## src/rtl/instruction_fetch_pkg.sv

```systemverilog
// Shared fetch-stage types and the opcode constants the control decoder also uses.
// Defining FETCH_HALT_EN adds the HALT state for branch-to-self.
package instruction_fetch_pkg;

  localparam int OPCODE_W = 11;
  localparam int INSTR_W  = 32;

`ifdef FETCH_HALT_EN
  typedef enum logic [1:0] {ST_IDLE, ST_REQ, ST_ISSUE, ST_HALT} fetch_state_e;
`else
  typedef enum logic [1:0] {ST_IDLE, ST_REQ, ST_ISSUE} fetch_state_e;
`endif

  // Full 11-bit opcodes; branch formats only decode their leading bits.
  localparam logic [OPCODE_W-1:0] OP_LDUR = 11'h7C2;
  localparam logic [OPCODE_W-1:0] OP_STUR = 11'h7C0;
  localparam logic [OPCODE_W-1:0] OP_ADD  = 11'h458;
  localparam logic [OPCODE_W-1:0] OP_SUB  = 11'h658;
  localparam logic [OPCODE_W-1:0] OP_AND  = 11'h450;
  localparam logic [OPCODE_W-1:0] OP_ORR  = 11'h550;
  localparam logic [7:0]          OP_CBZ  = 8'hB4;
  localparam logic [5:0]          OP_B    = 6'h05;

  function automatic logic [OPCODE_W-1:0] opcode_of(input logic [INSTR_W-1:0] instr);
    return instr[INSTR_W-1 -: OPCODE_W];
  endfunction

endpackage

```

## src/rtl/instruction_fetch_next_pc.sv

```systemverilog
// Combinational next-PC: taken branches add the word offset, otherwise step by one word.
// Arithmetic wraps modulo 2^PC_W; Uncondbranch wins over Branch.
module fetch_next_pc
  import instruction_fetch_pkg::*;
#(
  parameter int PC_W = 64
) (
  input  logic [PC_W-1:0] pc,
  input  logic [PC_W-1:0] offset,
  input  logic            branch,
  input  logic            uncond_branch,
  input  logic            zero,
  output logic [PC_W-1:0] next_pc
);

  localparam logic [PC_W-1:0] PC_STEP = PC_W'(4);

  logic taken;

  always_comb begin
    taken   = uncond_branch | (branch & zero);
    next_pc = taken ? (pc + (offset << 2)) : (pc + PC_STEP);
  end

endmodule

```

## src/rtl/instruction_fetch.sv

```systemverilog
// Fetch stage: IDLE -> REQ (wait imem_ack) -> ISSUE (hold until Retire) -> REQ.
// Optional FETCH_HALT_EN parks the stage in HALT on an unconditional branch-to-self.
module instruction_fetch
  import instruction_fetch_pkg::*;
#(
  parameter int              PC_W     = 64,
  parameter logic [PC_W-1:0] RESET_PC = 64'h0
) (
  input  logic                CLK,
  input  logic                Reset_L,
  output logic                imem_req,
  output logic [PC_W-1:0]     imem_addr,
  input  logic                imem_ack,
  input  logic [INSTR_W-1:0]  imem_rdata,
  output logic [INSTR_W-1:0]  Instruction,
  output logic [OPCODE_W-1:0] Opcode,
  output logic                InstValid,
  input  logic                Retire,
  input  logic                Branch,
  input  logic                Uncondbranch,
  input  logic                Zero,
  input  logic [PC_W-1:0]     BranchOffset,
  output logic [PC_W-1:0]     PC
);

  fetch_state_e        state_q, state_d;
  logic [PC_W-1:0]     pc_q, pc_d, next_pc;
  logic [INSTR_W-1:0]  instr_q, instr_d;
  logic                imem_req_q, imem_req_d;
  logic                inst_valid_q, inst_valid_d;

  fetch_next_pc #(.PC_W(PC_W)) u_next_pc (
    .pc            (pc_q),
    .offset        (BranchOffset),
    .branch        (Branch),
    .uncond_branch (Uncondbranch),
    .zero          (Zero),
    .next_pc       (next_pc)
  );

  always_comb begin
    state_d = state_q;
    pc_d    = pc_q;
    instr_d = instr_q;
    case (state_q)
      ST_IDLE: state_d = ST_REQ;
      ST_REQ: begin
        if (imem_ack) begin
          instr_d = imem_rdata;
          state_d = ST_ISSUE;
        end
      end
      ST_ISSUE: begin
        if (Retire) begin
`ifdef FETCH_HALT_EN
          if (Uncondbranch && (BranchOffset == '0)) begin
            state_d = ST_HALT;
          end else begin
            pc_d    = next_pc;
            state_d = ST_REQ;
          end
`else
          pc_d    = next_pc;
          state_d = ST_REQ;
`endif
        end
      end
`ifdef FETCH_HALT_EN
      ST_HALT: state_d = ST_HALT;
`endif
      default: state_d = ST_IDLE;
    endcase
    // Outputs are registered from the next state so they line up with state_q.
    imem_req_d   = (state_d == ST_REQ);
    inst_valid_d = (state_d == ST_ISSUE);
  end

  always_ff @(posedge CLK or negedge Reset_L) begin
    if (!Reset_L) begin
      state_q      <= ST_IDLE;
      pc_q         <= RESET_PC;
      instr_q      <= '0;
      imem_req_q   <= 1'b0;
      inst_valid_q <= 1'b0;
    end else begin
      state_q      <= state_d;
      pc_q         <= pc_d;
      instr_q      <= instr_d;
      imem_req_q   <= imem_req_d;
      inst_valid_q <= inst_valid_d;
    end
  end

  assign imem_req    = imem_req_q;
  assign imem_addr   = pc_q;
  assign PC          = pc_q;
  assign Instruction = instr_q;
  assign Opcode      = opcode_of(instr_q);
  assign InstValid   = inst_valid_q;

endmodule

```

## config.mk

```make
export PLATFORM = sky130hd
export DESIGN_NAME = instruction_fetch
export DESIGN_NICKNAME = d
export VERILOG_FILES = /design/src/rtl/instruction_fetch_pkg.sv /design/src/rtl/instruction_fetch_next_pc.sv /design/src/rtl/instruction_fetch.sv
export SDC_FILE = /design/constraint.sdc
export NUM_CORES = 1
export LEC_CHECK = 0
export CAP_MARGIN = 30
export CORE_MARGIN = 2
export CORE_UTILIZATION = 33
export DETAILED_ROUTE_END_ITERATION = 8
export GPL_TIMING_DRIVEN = 0
export PLACE_DENSITY_LB_ADDON = 0.1
export SETUP_SLACK_MARGIN = 0.2
export SLEW_MARGIN = 20
export SYNTH_ARGS = -nofsm -noshare
export SYNTH_HDL_FRONTEND = slang
export SYNTH_SLANG_ARGS = --single-unit
```

## constraint.sdc

```tcl
create_clock -name CLK -period 3.35 [get_ports CLK]
set_clock_uncertainty 0.15 [all_clocks]
set_input_delay 0.67 -clock CLK [delete_from_list [all_inputs] [get_ports CLK]]
set_output_delay 0.67 -clock CLK [all_outputs]
set_load 0.01 [all_outputs]
```

==> results of run 1 <==
[path summary, 6_finish.rpt]
path | start | to | slack (ps)
max reg2reg | PC[30] | PC[59] | -160
min in group CLK | PC[63] | PC[63] | 360
max | Zero | PC[60] | -640
min reg2reg | PC[63] | PC[63] | 360
min | Reset_L | Instruction[19] | 90
max in group asynchronous | Reset_L | PC[19] | 2300
[worst reg2reg max path, delay by kind of cell (launching register included)]
family / cells / cell delay, ps
AOI/OAI and AO/OA: 9 / 1930
xor gates and xnor gates: 1 / 150
adders and majority gates: 1 / 320
buffers and inverters: 3 / 410
DFF: 1 / 430
[layout by cell type (no fill, tap or decap), types with 6 or more instances in the layout]
master	instances
clkdlybuf4s50_1	265
buf_4	137
nand2_1	103
dfrtp_1	98
nor2b_1	64
ha_1	51
o21ai_0	49
a21oi_1	48
a21o_1	45
o21ai_1	39
buf_6	37
nor2_1	32
mux2_2	32
xor2_1	23
xnor2_1	20
clkbuf_1	19
a21oi_2	18
nand4_1	17
nand3_1	11
clkbuf_16	10
inv_1	8
xnor2_2	8
o21a_1	7
o21ai_2	7
o21bai_1	7
a21oi_4	6
nand2b_1	6
nand2_2	6
a211oi_1	6
[per-layer routing]
| layer | up-vias | GRT usage [%] | part of all wire [%] |
|---|---|---|---|
| li1 | 4099 | - | - |
| met1 | 3966 | 26.6 | 44 |
| met2 | 176 | 34.5 | 50 |
| met3 | 36 | 2.34 | 4.0 |
| met4 | 0 | 6.07 | 2.0 |
| met5 | - | 0 | 0 |
[registers in the layout, indices dropped and copies added, names as in the netlist]
| register | count |
|---|---|
| PC | 62 |
| InstValid | 1 |
| state_q | 2 |
| imem_req | 1 |
| Instruction | 32 |
[through the flow]
| step | hold WS [ps] | worst slack [ps] | cell area (um2) |
|---|---|---|---|
| CTS | 115 | -581 | 12700 |
| detailed placement | 338 | -2170 | 11600 |
| global route | 128 | -792 | 13300 |
| floorplan | 224 | -524 | 8430 |
| global placement | 338 | -2750 | 11500 |
| finish | 87.1 | -640 | 13300 |
[power by group]
group / internal [mW] / switching [mW] / total (mW)
logic: 4.20 / 3.37 / 7.57
clock network: 0.602 / 0.553 / 1.16
registers: 1.73 / 0.537 / 2.26
total: 6.53 / 4.46 / 11.0
[cell type report]
type / count / area, um2 / share of cell area, %
multi-input cells: 740 / 5680 / 42.8
repair buffers: 354 / 3470 / 26.1
flip-flops and latches: 98 / 2450 / 18.5
plain buffers: 121 / 908 / 6.85
well taps: 330 / 413 / 3.11
clock buffers: 9 / 225 / 1.70
clock inverters: 7 / 92.6 / 0.698
inverters: 10 / 37.5 / 0.283
[cells by family after synthesis]
family          Yosys count  synth area share (%)
compound gates          299                  23.4
simple gates            289                  17.6
buf+inv                 132                  10.4
flops                    98                  29.3
fa+ha+maj                62                  9.34
xor+xnor                 52                  5.43
mux                      34                  4.54
other cells               1                0.0447
[timing repair]
| item | in CTS | in global routing |
|---|---|---|
| gates cloned | 0 | 0 |
| gates resized for setup | 141 | 82 |
| pin swaps | 43 | 49 |
| setup endpoints to repair | 58 | 49 |
| setup buffers | 46 | 38 |
==> metrics.txt, run 1 <==
Area contributors post-synth=dfrtp_1 (29%), ha_1 (9.1%), buf_4 (7.3%); Yosys reg bits=98; chip height=163 um; total gr overflow=0; EDFF count, synth=0; FMAX=0.251 GHz; area leader, netlist=dfrtp_1; # clock sinks=98; Post-Syn Area per Cell=8.67 um2; failing checks=negative setup slack; path depth of the worst reg2reg path=14; CP bufs+invs=4; Main synth FF type=dfrtp_1; first-pass GRT wire length=roughly 42000 um; fin. max-slew vios=0; clk slew on worst S/H paths=around 80 ps; post-synth top area share=29.3%; CTS buffer count=9; outcome=finished, violations left; placed cell count=approximately 1600; Clock Tree Root=clkbuf_16; cell with the most instances after synthesis=nand2_1; Crit path largest cell delay=~360 ps; Routed wire per std cell=around 17 um; CTS Buffer Depth=2; Rows=58; Core ar.=approximately 25000 um2; Syn Inst Count=967; pwr/cell area=between 800 and 900 nW/um2; largest net degree at the start of global routing=53; post-route insts no fill=approximately 1700; final core occ=around 53%; critical path, cell by cell=buf_6, a21oi_4, buf_6, clkbuf_16, or2_4, ha_4, inv_2, fa_2, nor2b_2, o31a_1, o21a_2, o311ai_4, a31oi_4, a41oi_4, o211ai_4, a31oi_4, o311a_1, a221o_1; DP HPWL=~20000 um; Port Buffer Count=~270; Die ar.=~27000 um2; Starting Density=around a third; sequential-to-total area share from yosys stat=between 20% and 30%; count of cell types in the netlist=around 80; via/cell ratio=~5; Synth warnings=0; Arr. time, crit path=between 4000 and 5000 ps; CTS tree=yes; Max Cap Viol=0; vias in the first global route=a little under 8000; crit path kind=input port to register; DR vias=8277; crit path capture type=register; area delta synth->final=58.3%; Crit path max-delay family=compound AO/OA/AOI/OAI gates; Max-slew headroom=45.5%; LEAKAGE=roughly 5.9 nW; CTS Hold Bufs=0; Worst Tran Pin Value=a little over 800 ps; final worst slack=-640 ps; setup TNS=-10670 ps; Slowest-stage cell, CP=fa_2; unrepaired setup endpoints after global routing=true; Ports=roughly 280; synthesized area=8380 um2; Stages on worst setup path=18; htree depth=3; Ant. Diodes=0; Finish-stage setup viols=34; final hold violations=0; DR iter-0 viols=271; die width=around 160 um; gr usage total=slightly above 20%; Post-DRT Antenna Nets=0; synth cell count leaders=nand2_1 (107), dfrtp_1 (98), o21ai_0 (96); First-pass DRT Iterations=4; fillers=between 2000 and 2500; total wire length=about 28000 um; async set-reset flop share out of synthesis=100%; crit start category=input port; drt drc=0; antenna violations before repair=0; Worst Hold Class=input port to asynchronous set/reset pin; ratio of final minimum period to clock period=119%; Routability Congestion=roughly 0.85; IR drop worst, VDD=between 0.3 and 0.4 mV; crit path time final=~4000 ps; Crit Path Max Fanout=3; Worst EP required=between 3000 and 4000 ps; fraction of layout cells with a size suffix above 1=a little over a quarter; Net count, final=about 1500; Skew-Pair Late Insertion Delay=around 360 ps; Tot Pwr=11.0 mW
Note: power is estimated with default switching activity, not from simulation.
==> run 2, diff against run 1 <==
CAP_MARGIN = 20   (was 30)
==> results of run 2 <==
Same layout as run 1: the final DEF is identical, and so are final timing and power.
==> run 3, diff against run 2 <==
RECOVER_POWER = 25   (was not set)
==> metrics.txt, run 3 (synthesis results as in run 1) <==
crit path capture type=register (unchanged); CTS Buffer Depth=2 (unchanged); final worst slack=-623 ps (was -640 ps); Net count, final=1499 (unchanged); Core ar.=25000 um2 (unchanged); Finish-stage setup viols=34 (unchanged); final hold violations=0 (unchanged); Die ar.=26700 um2 (unchanged); reg-to-reg endpoint=PC[59] (unchanged); area delta synth->final=58.0% (was 58.3%); clk slew on worst S/H paths=80 ps (about the same); # clock sinks=98 (unchanged); gr usage total=20.2% (unchanged); Starting Density=33.5% (unchanged); CTS tree=yes (unchanged); CTS Hold Bufs=0 (unchanged); crit start category=input port (unchanged); Clock Tree Root=clkbuf_16 (unchanged); Max Cap Viol=0 (unchanged); Worst Setup SP=Zero (unchanged); DR iter-0 viols=272 (was 271); Post-DRT Antenna Nets=0 (unchanged); r2r setup slk=-160 ps (about the same); Ant. Diodes=0 (unchanged); commonest non-fill, non-tap cell in the layout=clkdlybuf4s50_1 (unchanged); crit path time final=3970 ps (was 3990 ps); total wire length=27600 um (about the same); die width=163 um (unchanged); DR vias=8297 (was 8277); antenna violations before repair=0 (unchanged); hold_ws=356 ps (was 87.1 ps); failing checks=negative setup slack (unchanged); DP HPWL=20300 um (unchanged); chip height=163 um (unchanged); Routability Congestion=0.852 (unchanged); largest net degree at the start of global routing=53 (unchanged); path depth of the worst reg2reg path=14 (unchanged); first-pass GRT wire length=42400 um (unchanged); Max-slew headroom=8.64% (was 45.5%); total gr overflow=0 (unchanged); post-placement cell area=11600 um2 (unchanged); pre-CTS setup slack=-2170 ps (unchanged); vias in the first global route=7886 (unchanged); Worst Hold Class=register to register (was input port to asynchronous set/reset pin); crit path kind=input port to register (unchanged); Port Buffer Count=269 (unchanged); First-pass DRT Iterations=5 (was 4); Crit Path Max Fanout=3 (unchanged); final core occ=52.9% (was 53.0%); outcome=finished, violations left (unchanged); Worst EP required=3450 ps (about the same); most frequent cells in the layout=clkdlybuf4s50_1 (265), buf_4 (137), nand2_1 (103) (unchanged); fraction of layout cells with a size suffix above 1=27.2% (unchanged); fin. max-slew vios=0 (unchanged); LEAKAGE=5.86 nW (was 5.87 nW); via/cell ratio=4.97 (was 4.96); Finished Cell Area=13200 um2 (was 13300 um2); pwr/cell area=830 nW/um2 (was 828 nW/um2); worst r2r src=PC[30] (unchanged); IR drop worst, VDD=0.347 mV (about the same); drt drc=0 (unchanged); Critical Path Sink=PC[60] (unchanged); Skew-Pair Late Insertion Delay=360 ps (about the same); Arr. time, crit path=4070 ps (was 4090 ps); unrepaired setup endpoints after global routing=true (unchanged); Routed wire per std cell=16.5 um (about the same); worst hold start=Instruction[4]; ratio of final minimum period to clock period=119% (about the same); Rows=58 (unchanged); Worst Tran Pin Value=1370 ps (was 811 ps); htree depth=3 (unchanged); FMAX=0.252 GHz (was 0.251 GHz); Ports=276 (unchanged); Largest register FFs=62 (unchanged); CTS buffer count=9 (unchanged)
==> run 3: worst min path at each step <==
stage / to / cells after the start
final: Instruction[4] / 1
after global routing: Instruction[1] / 1
after CTS: Instruction[19] / 1
after detailed placement: PC[63] / 1
after global placement: Instruction[1] / 1
after floorplan: InstValid / 0
==> run 3: stage by stage <==
step           TNS, ps  total power, mW  instances
6_report        -10820             11.0       1669
5_1_grt         -15190             11.8       1669
3_3_place_gp   -347730             8.77       1569
3_5_place_dp    -80310             8.83       1570
4_1_cts          -9980             10.6       1631
2_1_floorplan    -7810             6.02        970
==> run 3: layer usage <==
layer / part of all wire, % / wire length, um / global-route usage (%)
met5: 0 / 0 / 0
met4: 1.9 / 535 / 6.07
met3: 4.1 / 1120 / 2.34
met2: 50 / 13700 / 34.5
met1: 44 / 12200 / 26.6
==> run 3: power by group <==
part / internal [mW] / switching (mW) / total (mW)
Combinational: 4.20 / 3.37 / 7.56
Sequential: 1.73 / 0.536 / 2.26
Clock: 0.602 / 0.556 / 1.16
Total: 6.53 / 4.46 / 11.0
==> run 3: what timing repair did <==
| action | in CTS | in global routing |
|---|---|---|
| hold endpoints to repair | 0 | 0 |
| setup endpoints to repair | 58 | 49 |
| resized for setup | 141 | 82 |
| pin swaps | 43 | 49 |
| buffers inserted | 46 | 38 |
==> run 3: worst max-delay path, stage by stage <==
cell	delay [ps]
buf_6	100
a21oi_4	190
buf_6	170
clkbuf_16	140
or2_4	110
ha_4	120
inv_2	40
fa_2	360
nor2b_2	140
o31a_1	200
o21a_2	170
o311ai_4	120
a31oi_4	320
a41oi_4	180
o211ai_4	300
a31oi_4	160
o311a_1	320
a221o_1	260
==> run 3: area by class of cell <==
class                           instances  area [um2]
Buffer                                121         908
Clock buffer                            9         225
Clock inverter                          7        92.6
Fill cell                            2345       11800
Inverter                               10        37.5
Multi-Input combinational cell        740        5680
Sequential cell                        98        2450
Tap cell                              330         413
Timing Repair Buffer                  354        3440
